`src/rtl/audio_sched_pkg.sv`:
```
// Shared types and constants for the ROM voice scheduler.
// Holds the slot FSM state enum, default parameters and accumulator sizing.
package audio_sched_pkg;

    typedef enum logic {
        IDLE,
        FETCH
    } state_t;

    localparam int DEF_NUM_VOICES = 4;
    localparam int DEF_PHASE_W    = 16;
    localparam int DEF_ROM_AW     = 8;
    localparam int DEF_ROM_DW     = 8;
    localparam int DEF_SAMPLE_DIV = 512;

    // Wide enough for NUM_VOICES full-scale ROM words.
    function automatic int acc_width(input int dw, input int nv);
        return dw + $clog2(nv);
    endfunction

    localparam int ACC_W = acc_width(DEF_ROM_DW, DEF_NUM_VOICES);

endpackage

```
`src/rtl/sample_tick_gen.sv`:
```
// Free-running sample-rate divider: counts 0..SAMPLE_DIV-1 and wraps.
// Ports: clk, reset (sync, active-high), tick (high while count is at its last value).
module sample_tick_gen #(
    parameter int SAMPLE_DIV = 512
) (
    input  logic clk,
    input  logic reset,
    output logic tick
);

    localparam int DW = (SAMPLE_DIV > 1) ? $clog2(SAMPLE_DIV) : 1;

    logic [DW-1:0] div;

    assign tick = (div == DW'(SAMPLE_DIV - 1));

    always_ff @(posedge clk) begin
        if (reset) begin
            div <= '0;
        end else if (tick) begin
            div <= '0;
        end else begin
            div <= div + DW'(1);
        end
    end

endmodule

```
`src/rtl/rom_voice_scheduler.sv`:
```
// Time-shares one waveform ROM across NUM_VOICES phase-accumulator voices
// and emits one mixed sample per SAMPLE_DIV clocks.
// Ports: clk, reset (sync, active-high); cfg_* voice config write port;
// rom_addr/rom_data shared ROM; sample_out/sample_valid mixed output; busy.
module rom_voice_scheduler
    import audio_sched_pkg::*;
#(
    parameter int NUM_VOICES = DEF_NUM_VOICES,
    parameter int PHASE_W    = DEF_PHASE_W,
    parameter int ROM_AW     = DEF_ROM_AW,
    parameter int ROM_DW     = DEF_ROM_DW,
    parameter int SAMPLE_DIV = DEF_SAMPLE_DIV
) (
    input  logic                          clk,
    input  logic                          reset,
    input  logic                          cfg_we,
    input  logic [$clog2(NUM_VOICES)-1:0] cfg_voice,
    input  logic [PHASE_W-1:0]            cfg_inc,
    input  logic                          cfg_en,
    input  logic [1:0]                    cfg_atten,
    input  logic                          cfg_phase_clr,
    output logic [ROM_AW-1:0]             rom_addr,
    input  logic [ROM_DW-1:0]             rom_data,
    output logic [15:0]                   sample_out,
    output logic                          sample_valid,
    output logic                          busy
);

    localparam int SW = $clog2(NUM_VOICES);
    localparam int AW = acc_width(ROM_DW, NUM_VOICES);

    state_t state;
    state_t state_next;

    logic [SW-1:0]         slot;
    logic [AW-1:0]         acc;
    logic [AW-1:0]         contrib;
    logic [AW-1:0]         acc_sum;
    logic                  last;
    logic                  tick;

    logic [PHASE_W-1:0]    phase [NUM_VOICES];
    logic [PHASE_W-1:0]    inc   [NUM_VOICES];
    logic [1:0]            atten [NUM_VOICES];
    logic [NUM_VOICES-1:0] en;

    sample_tick_gen #(
        .SAMPLE_DIV(SAMPLE_DIV)
    ) u_tick (
        .clk  (clk),
        .reset(reset),
        .tick (tick)
    );

    // slot rests at 0 in IDLE, so the address then shows voice 0.
    assign rom_addr = phase[slot][PHASE_W-1 -: ROM_AW];
    assign acc_sum  = acc + contrib;

    always_ff @(posedge clk) begin
        if (reset) begin
            state <= IDLE;
        end else begin
            state <= state_next;
        end
    end

    always_comb begin
        state_next = state;
        busy       = 1'b0;
        last       = 1'b0;
        contrib    = '0;
        unique case (state)
            IDLE: begin
                if (tick) begin
                    state_next = FETCH;
                end
            end
            FETCH: begin
                busy = 1'b1;
                last = (slot == SW'(NUM_VOICES - 1));
                if (en[slot]) begin
                    contrib = AW'(rom_data >> atten[slot]);
                end
                if (last) begin
                    state_next = IDLE;
                end
            end
            default: state_next = IDLE;
        endcase
    end

    always_ff @(posedge clk) begin
        if (reset) begin
            slot         <= '0;
            acc          <= '0;
            sample_out   <= '0;
            sample_valid <= 1'b0;
            en           <= '0;
            for (int i = 0; i < NUM_VOICES; i++) begin
                phase[i] <= '0;
                inc[i]   <= '0;
                atten[i] <= '0;
            end
        end else begin
            sample_valid <= 1'b0;
            if (state == IDLE && tick) begin
                slot <= '0;
                acc  <= '0;
            end
            if (state == FETCH) begin
                acc  <= acc_sum;
                slot <= slot + SW'(1);
                if (last) begin
                    sample_out   <= 16'(acc_sum);
                    sample_valid <= 1'b1;
                end
            end
            for (int i = 0; i < NUM_VOICES; i++) begin
                if (state == FETCH && slot == SW'(i) && en[i]) begin
                    phase[i] <= phase[i] + inc[i];
                end
            end
            // Placed last so a write to the slot being fetched wins.
            if (cfg_we) begin
                inc[cfg_voice]   <= cfg_inc;
                en[cfg_voice]    <= cfg_en;
                atten[cfg_voice] <= cfg_atten;
                if (cfg_phase_clr) begin
                    phase[cfg_voice] <= '0;
                end
            end
        end
    end

endmodule

```
`config.mk`:
```
export PLATFORM = sky130hd
export DESIGN_NAME = rom_voice_scheduler
export DESIGN_NICKNAME = d
export VERILOG_FILES = /design/src/rtl/audio_sched_pkg.sv /design/src/rtl/sample_tick_gen.sv /design/src/rtl/rom_voice_scheduler.sv
export SDC_FILE = /design/constraint.sdc
export NUM_CORES = 1
export LEC_CHECK = 0
export CAP_MARGIN = 10
export CORE_MARGIN = 4
export CORE_UTILIZATION = 54
export DETAILED_ROUTE_END_ITERATION = 16
export HOLD_SLACK_MARGIN = 0.03
export PLACE_DENSITY = 0.72
export SYNTH_ARGS = -nofsm -noshare
export SYNTH_HDL_FRONTEND = slang
export SYNTH_SLANG_ARGS = --single-unit
export TNS_END_PERCENT = 20
```
`constraint.sdc`:
```
create_clock -name clk -period 8.8 [get_ports clk]
set_input_delay 0.88 -clock clk [delete_from_list [all_inputs] [get_ports clk]]
set_output_delay 0.88 -clock clk [all_outputs]
set_load 0.03 [all_outputs]
```
==> After elaboration in Yosys (flattened, before gate mapping) <==
Memory sizes are Yosys's and may differ from the RTL's. A register that Yosys moved wholly into a read port is not among the register bits.
Index checks and enable logic that the tools add are counted.
{ "word_totals": {"output_inout_bits": 26, "ram_bits": 136, "register_bits": 37, "n_memories": 3, "inputBits": 33, "word_cells": 99} }
{ "memory_table": {"columns": ["memory", "words", "width", "rd", "rd_ports_with_merged_regs", "wr", "line_no", "rtl"], "rows": [
  ["inc", 4, 16, 4, 0, 4, "rom_voice_scheduler.sv:43", "logic [PHASE_W-1:0] inc [NUM_VOICES];"],
  ["phase", 4, 16, 5, 1, 5, "rom_voice_scheduler.sv:42", "logic [PHASE_W-1:0] phase [NUM_VOICES];"],
  ["atten", 4, 2, 1, 1, 4, "rom_voice_scheduler.sv:44", "logic [1:0] atten [NUM_VOICES];"]
]} }
{ "classes": {"n_shift": 1, "n_eq_ne": 4, "n_mux": 52, "reduce_logical": 17, "n_addsub": 7, "bitwise_logic": 5, "magnitude_cmp": 3} }
{ "ops": {"columns": ["cell", "n"], "rows": [
  ["two-way mux 16 bit", 5],
  ["adder 16 bit", 4],
  ["two-way mux 10 bit", 4],
  ["two-way mux 1 bit", 30],
  ["two-way mux 2 bit", 9],
  ["OR reduction 16 bit", 1],
  ["adder 10 bit", 1],
  ["logical AND 1 bit", 10],
  [">> shifter 8 x 2 -> 10 bit", 1],
  ["adder 9 x 1 -> 9 bit, second input constant", 1],
  ["== test 9 bit, second input constant", 1],
  ["less-than comparator 2 x 3 -> 1 bit, second input constant", 2],
  ["OR reduction 2 bit", 3],
  ["bitwise mux 4 bit", 1],
  ["== test 2 bit, second input constant", 2],
  ["OR 1 bit", 4],
  ["adder 2 x 1 -> 2 bit, second input constant", 1],
  ["binary-select mux 1 bit (select 2 bit)", 1],
  ["demux 1 bit (select 2 bit)", 1],
  ["== test 2 x 1 -> 1 bit, second input constant", 1],
  ["greater-or-equal comparator 2 x 1 -> 1 bit, second input constant", 1],
  ["zero test 2 bit", 1],
  ["case mux 1 bit (2 select lines)", 1],
  ["AND reduction 2 bit", 1],
  ["2 further kinds", 2]
]} }

==> Depth between registers and ports, before layout <==
{ "logic_depth": {"ltp_word": 7, "depth_mapped": 16} }

==> Modules after synthesis <==
Synthesis repeated with hierarchy kept, for this count alone.
{ "hier_totals": {"hier_cells": 1035, "area_unflattened_um2": 10000.8} }
{ "modules_own_cells": {"columns": ["module", "cells_per_inst", "n_inst", "area_each_um2", "seq_area_each_um2"], "rows": [
  ["rom_voice_scheduler", 995, 1, 9630.5, 4043.9],
  ["sample_tick_gen", 40, 1, 370.4, 180.2]
]} }

==> Least setup slack after synthesis <==
Ideal clock, no wire load.
{ "synth_path": {"path_kind": "reg2reg", "start": "register (tool-made name)", "end": "register sample_out[8]", "path_stages_with_launch": 17, "required_time_ns": 8.729, "setup_ns": 0.071, "setup_slack_ns": 5.359, "synth_period_minus_slack_ns": 3.441, "n_path_buf": 2, "t_arrival_ns": 3.371, "cell_sequence": "dfxtp_1 -> buf_2 -> mux4_2 -> buf_2 -> mux4_2 -> nor2b_1 -> ha_1 -> inv_1 -> fa_1 -> nor2b_1 -> o21ai_0 -> a21boi_0 -> o21ai_0 -> a21oi_1 -> xor2_1 -> nand2_1 -> a21oi_1"} }
{ "synth_lines": {"columns": ["element", "line_no", "rtl"], "rows": [
  ["end signal: assignment", "rom_voice_scheduler.sv:114", "sample_out <= 16'(acc_sum);"],
  ["end: declaration", "rom_voice_scheduler.sv:24", "output logic [15:0] sample_out,"]
]} }

==> summary.txt <==
Setup path
  – Arrival time worst endpoint: approximately 4.4 ns
  – WS Path Type: reg2reg
  – CP max FO: 10
  – Reg2Reg Depth: 14
  – Crit end category: flip-flop
  – CP Launch Type: flip-flop
  – CP required: 9.17 ns

Placement
  – PortBufs: 52
  – Placement Setup Slack: 4.80 ns
  – GPL Wtd Cong: 0.855
  – Post-DP HPWL: roughly 17 mm

Min path
  – Hold Crit Class: reg2reg
  – Min-Delay Startpoint: u_tick.div[0]
  – WHS Path Cells: 1

Timing
  – Layout Skew: between 0.01 and 0.015 ns
  – Fmax: around 250 MHz
  – Fin. Hold Viols: 0
  – Rel. slew slack: about 32%
  – Setup TNS: 0 ns
  – Worst-Margin Slew: 1.02 ns
  – Slew Viols, Final: 0
  – Hold_ws: 0.442 ns
  – Final WS setup: between 4 and 5 ns
  – RSZ-0062 raised after global routing: false
  – Period utilization: 45.9%
  – Setup violators final: 0
  – Tmin final: 4.03 ns

Routing
  – Drt total wl: 23.1 mm
  – # DRC: 0
  – Vias per std cell: 5.82
  – WL/cell: 18.1 um
  – First-pass iteration count of the detailed router: 6
  – Vias post-DR: 7420
  – DRT iter0 DRCs: around 540
  – Post-route antenna net violation count: 0

Clock tree
  – CTS Sinks: ~180
  – TritonCTS Buffers: 17
  – Clock transition at path regs: 0.07 ns
  – Clock latency reported for the late side of the worst-skew pair: 0.44 ns
  – Setup Fix Bufs, Post-CTS: 0
  – H-tree levels: 4
  – CTS tree: yes
  – Worst-case clock buffer depth: 2
  – Post-cts sizing count: 0
  – CTS Hold Bufs: 0
  – CTS Root Cell: clkbuf_16

Yosys
  – Leading cell type by number of instances after synthesis: nor2_1
  – Area of the mapped netlist: 9640 um^2
  – Mean Syn Cell Area: 9.67 um^2
  – Synthesized flop and latch total: 175
  – Distinct cells, synth: 60
  – Synth cell count leaders: nor2_1, dfxtp_1, nand2_1
  – Synth Warn #: 0
  – Area leader, netlist: edfxtp_1
  – Top-area cell type share of the netlist area: between 20% and 30%
  – Asr flop ratio synth: 0%
  – Prevailing post-synth register cell: dfxtp_1
  – Syn Inst Count: 996
  – Top cells by area, synth: edfxtp_1, dfxtp_1, ha_1
  – Post-synthesis sequential area ratio: between 40% and 50%
  – EDFF count, synth: 72

Global routing
  – First-pass GRT wire length: 36.7 mm
  – Met1 Usage GRT: 33.1%
  – Gr usage total: a little under a quarter
  – Met2 usage: 37.1%
  – GRT met3 Usage: between 4 and 5%
  – Largest net degree at the start of global routing: 50
  – GRT Residual Overflow: 0
  – Gr busiest metal: met2
  – Vias in the first global route: 7011
  – Initial antenna violation count: 0

Layout
  – Layout cells sized above 1: 6.19%
  – Total Nets Final: 1149
  – Filler Cell Count: approximately 1500
  – Antenna diode count: 0
  – Layout area overhead: 13.3%

Power and ir drop
  – Power Density: 166 nW/um^2
  – Static Leak: around 4.6 nW
  – Tot Pwr: 0.00181 W
  – VDD IR max: 0.134 mV

Status
  – Status: complete, no violations

Floorplan
  – Core area: 17400 um^2
  – Starting Density: around 55%
  – IO Pins: 59
  – Row cnt: 48
  – Die Wd: around 140 um
  – Chip height: between 100 and 150 um
  – Die area: ~20000 um^2

Flow run
  – Total of max-cap violations: 0
worst paths after layout:
kind                    to  slack, ns
min          u_tick.div[0]       0.44
max          sample_out[8]       4.77
min reg2reg  u_tick.div[0]       0.44
max reg2reg  sample_out[8]       4.77
through the flow:
step | std cells | cell area, um^2 | util (%)
final | 1275 | 10900 | 62.7
after global routing | 1275 | 10900 | 62.7
after CTS | 1275 | 10900 | 62.7
after detailed placement | 1243 | 10300 | 59.2
after global placement | 1243 | 10300 | 59.2
after floorplan | 1001 | 9650 | -
power by group:
group	total (W)	internal [W]	switching, W	leakage [nW]
combinational	0.000141	0.0000546	0.0000860	2.77
clock	0.000784	0.000446	0.000338	0.310
sequential	0.000885	0.000874	0.0000114	1.54
total	0.00181	0.00137	0.000436	4.62
cells in the final DEF (no fill, tap or decap), types with 5 or more instances in the layout:
master and n:
nor2_1 145, dfxtp_1 103, nand2_1 79, ha_1 74, edfxtp_1 72, a21oi_1 64
clkdlybuf4s50_1 51, o21ai_0 50, inv_1 39, xnor2_1 35, a22oi_1 29, xor2_1 29
clkbuf_16 20, a21o_1 19, nor3_1 18, nor2b_1 16, nand3_1 16, mux4_2 13
and3_1 13, nand2b_1 13, mux2i_1 11, a211oi_1 11, o21a_1 10, a31oi_1 9
nor3b_1 9, a22o_1 8, o21bai_1 7, conb_1 6, or3_1 5, fa_1 5
critical path, stage by stage, from the launching register on:
cell      delay, ns
dfxtp_1        0.76
mux4_2         0.72
mux4_2         0.38
nor2b_1        0.14
ha_1           0.18
inv_1          0.06
fa_1           0.41
nor2b_1        0.12
o21ai_0        0.12
a21boi_0       0.25
o21ai_0        0.15
a21oi_1        0.27
xor2_1         0.17
nand2_1        0.07
a21oi_1        0.15
cells by family (layout without fill, tap and decap cells):
family	count (synthesis)	in the layout	synth area share, %
XOR/XNOR	64	64	5.82
AND/OR/NAND/NOR	332	332	15.5
flip-flops	175	175	43.8
other	1	6	0.0389
AO/OA/AOI/OAI	242	242	16.5
buffers and inverters	78	127	3.31
multiplexers	25	25	4.30
adder cells (fa/ha/maj)	79	79	10.6
final cells by class:
type                            instances  area, um^2  area share (%)
Tap cell                              225         282            2.58
Clock buffer                           20         500            4.58
Sequential cell                       175        4220            38.7
Clock inverter                         12         113            1.03
Timing Repair Buffer                   56         546            4.99
Multi-Input combinational cell        748        5110            46.8
Inverter                               39         146            1.34
metal layers:
layer / part of all wire, % / wire length [um]
met3: 6.1 / 1420
met4: 0.99 / 228
met1: 46 / 10600
met2: 47 / 10800
met5: 0 / 0
sequential cells by signal, summed over array words and instances (netlist names), named ones only:
signal and cells:
state 1, atten 8, phase 64, sample_valid 1, u_tick.div 9, sample_out 10, inc 64, slot 2
acc 10, en 4
No activity file was read; power rests on OpenSTA's default activity.
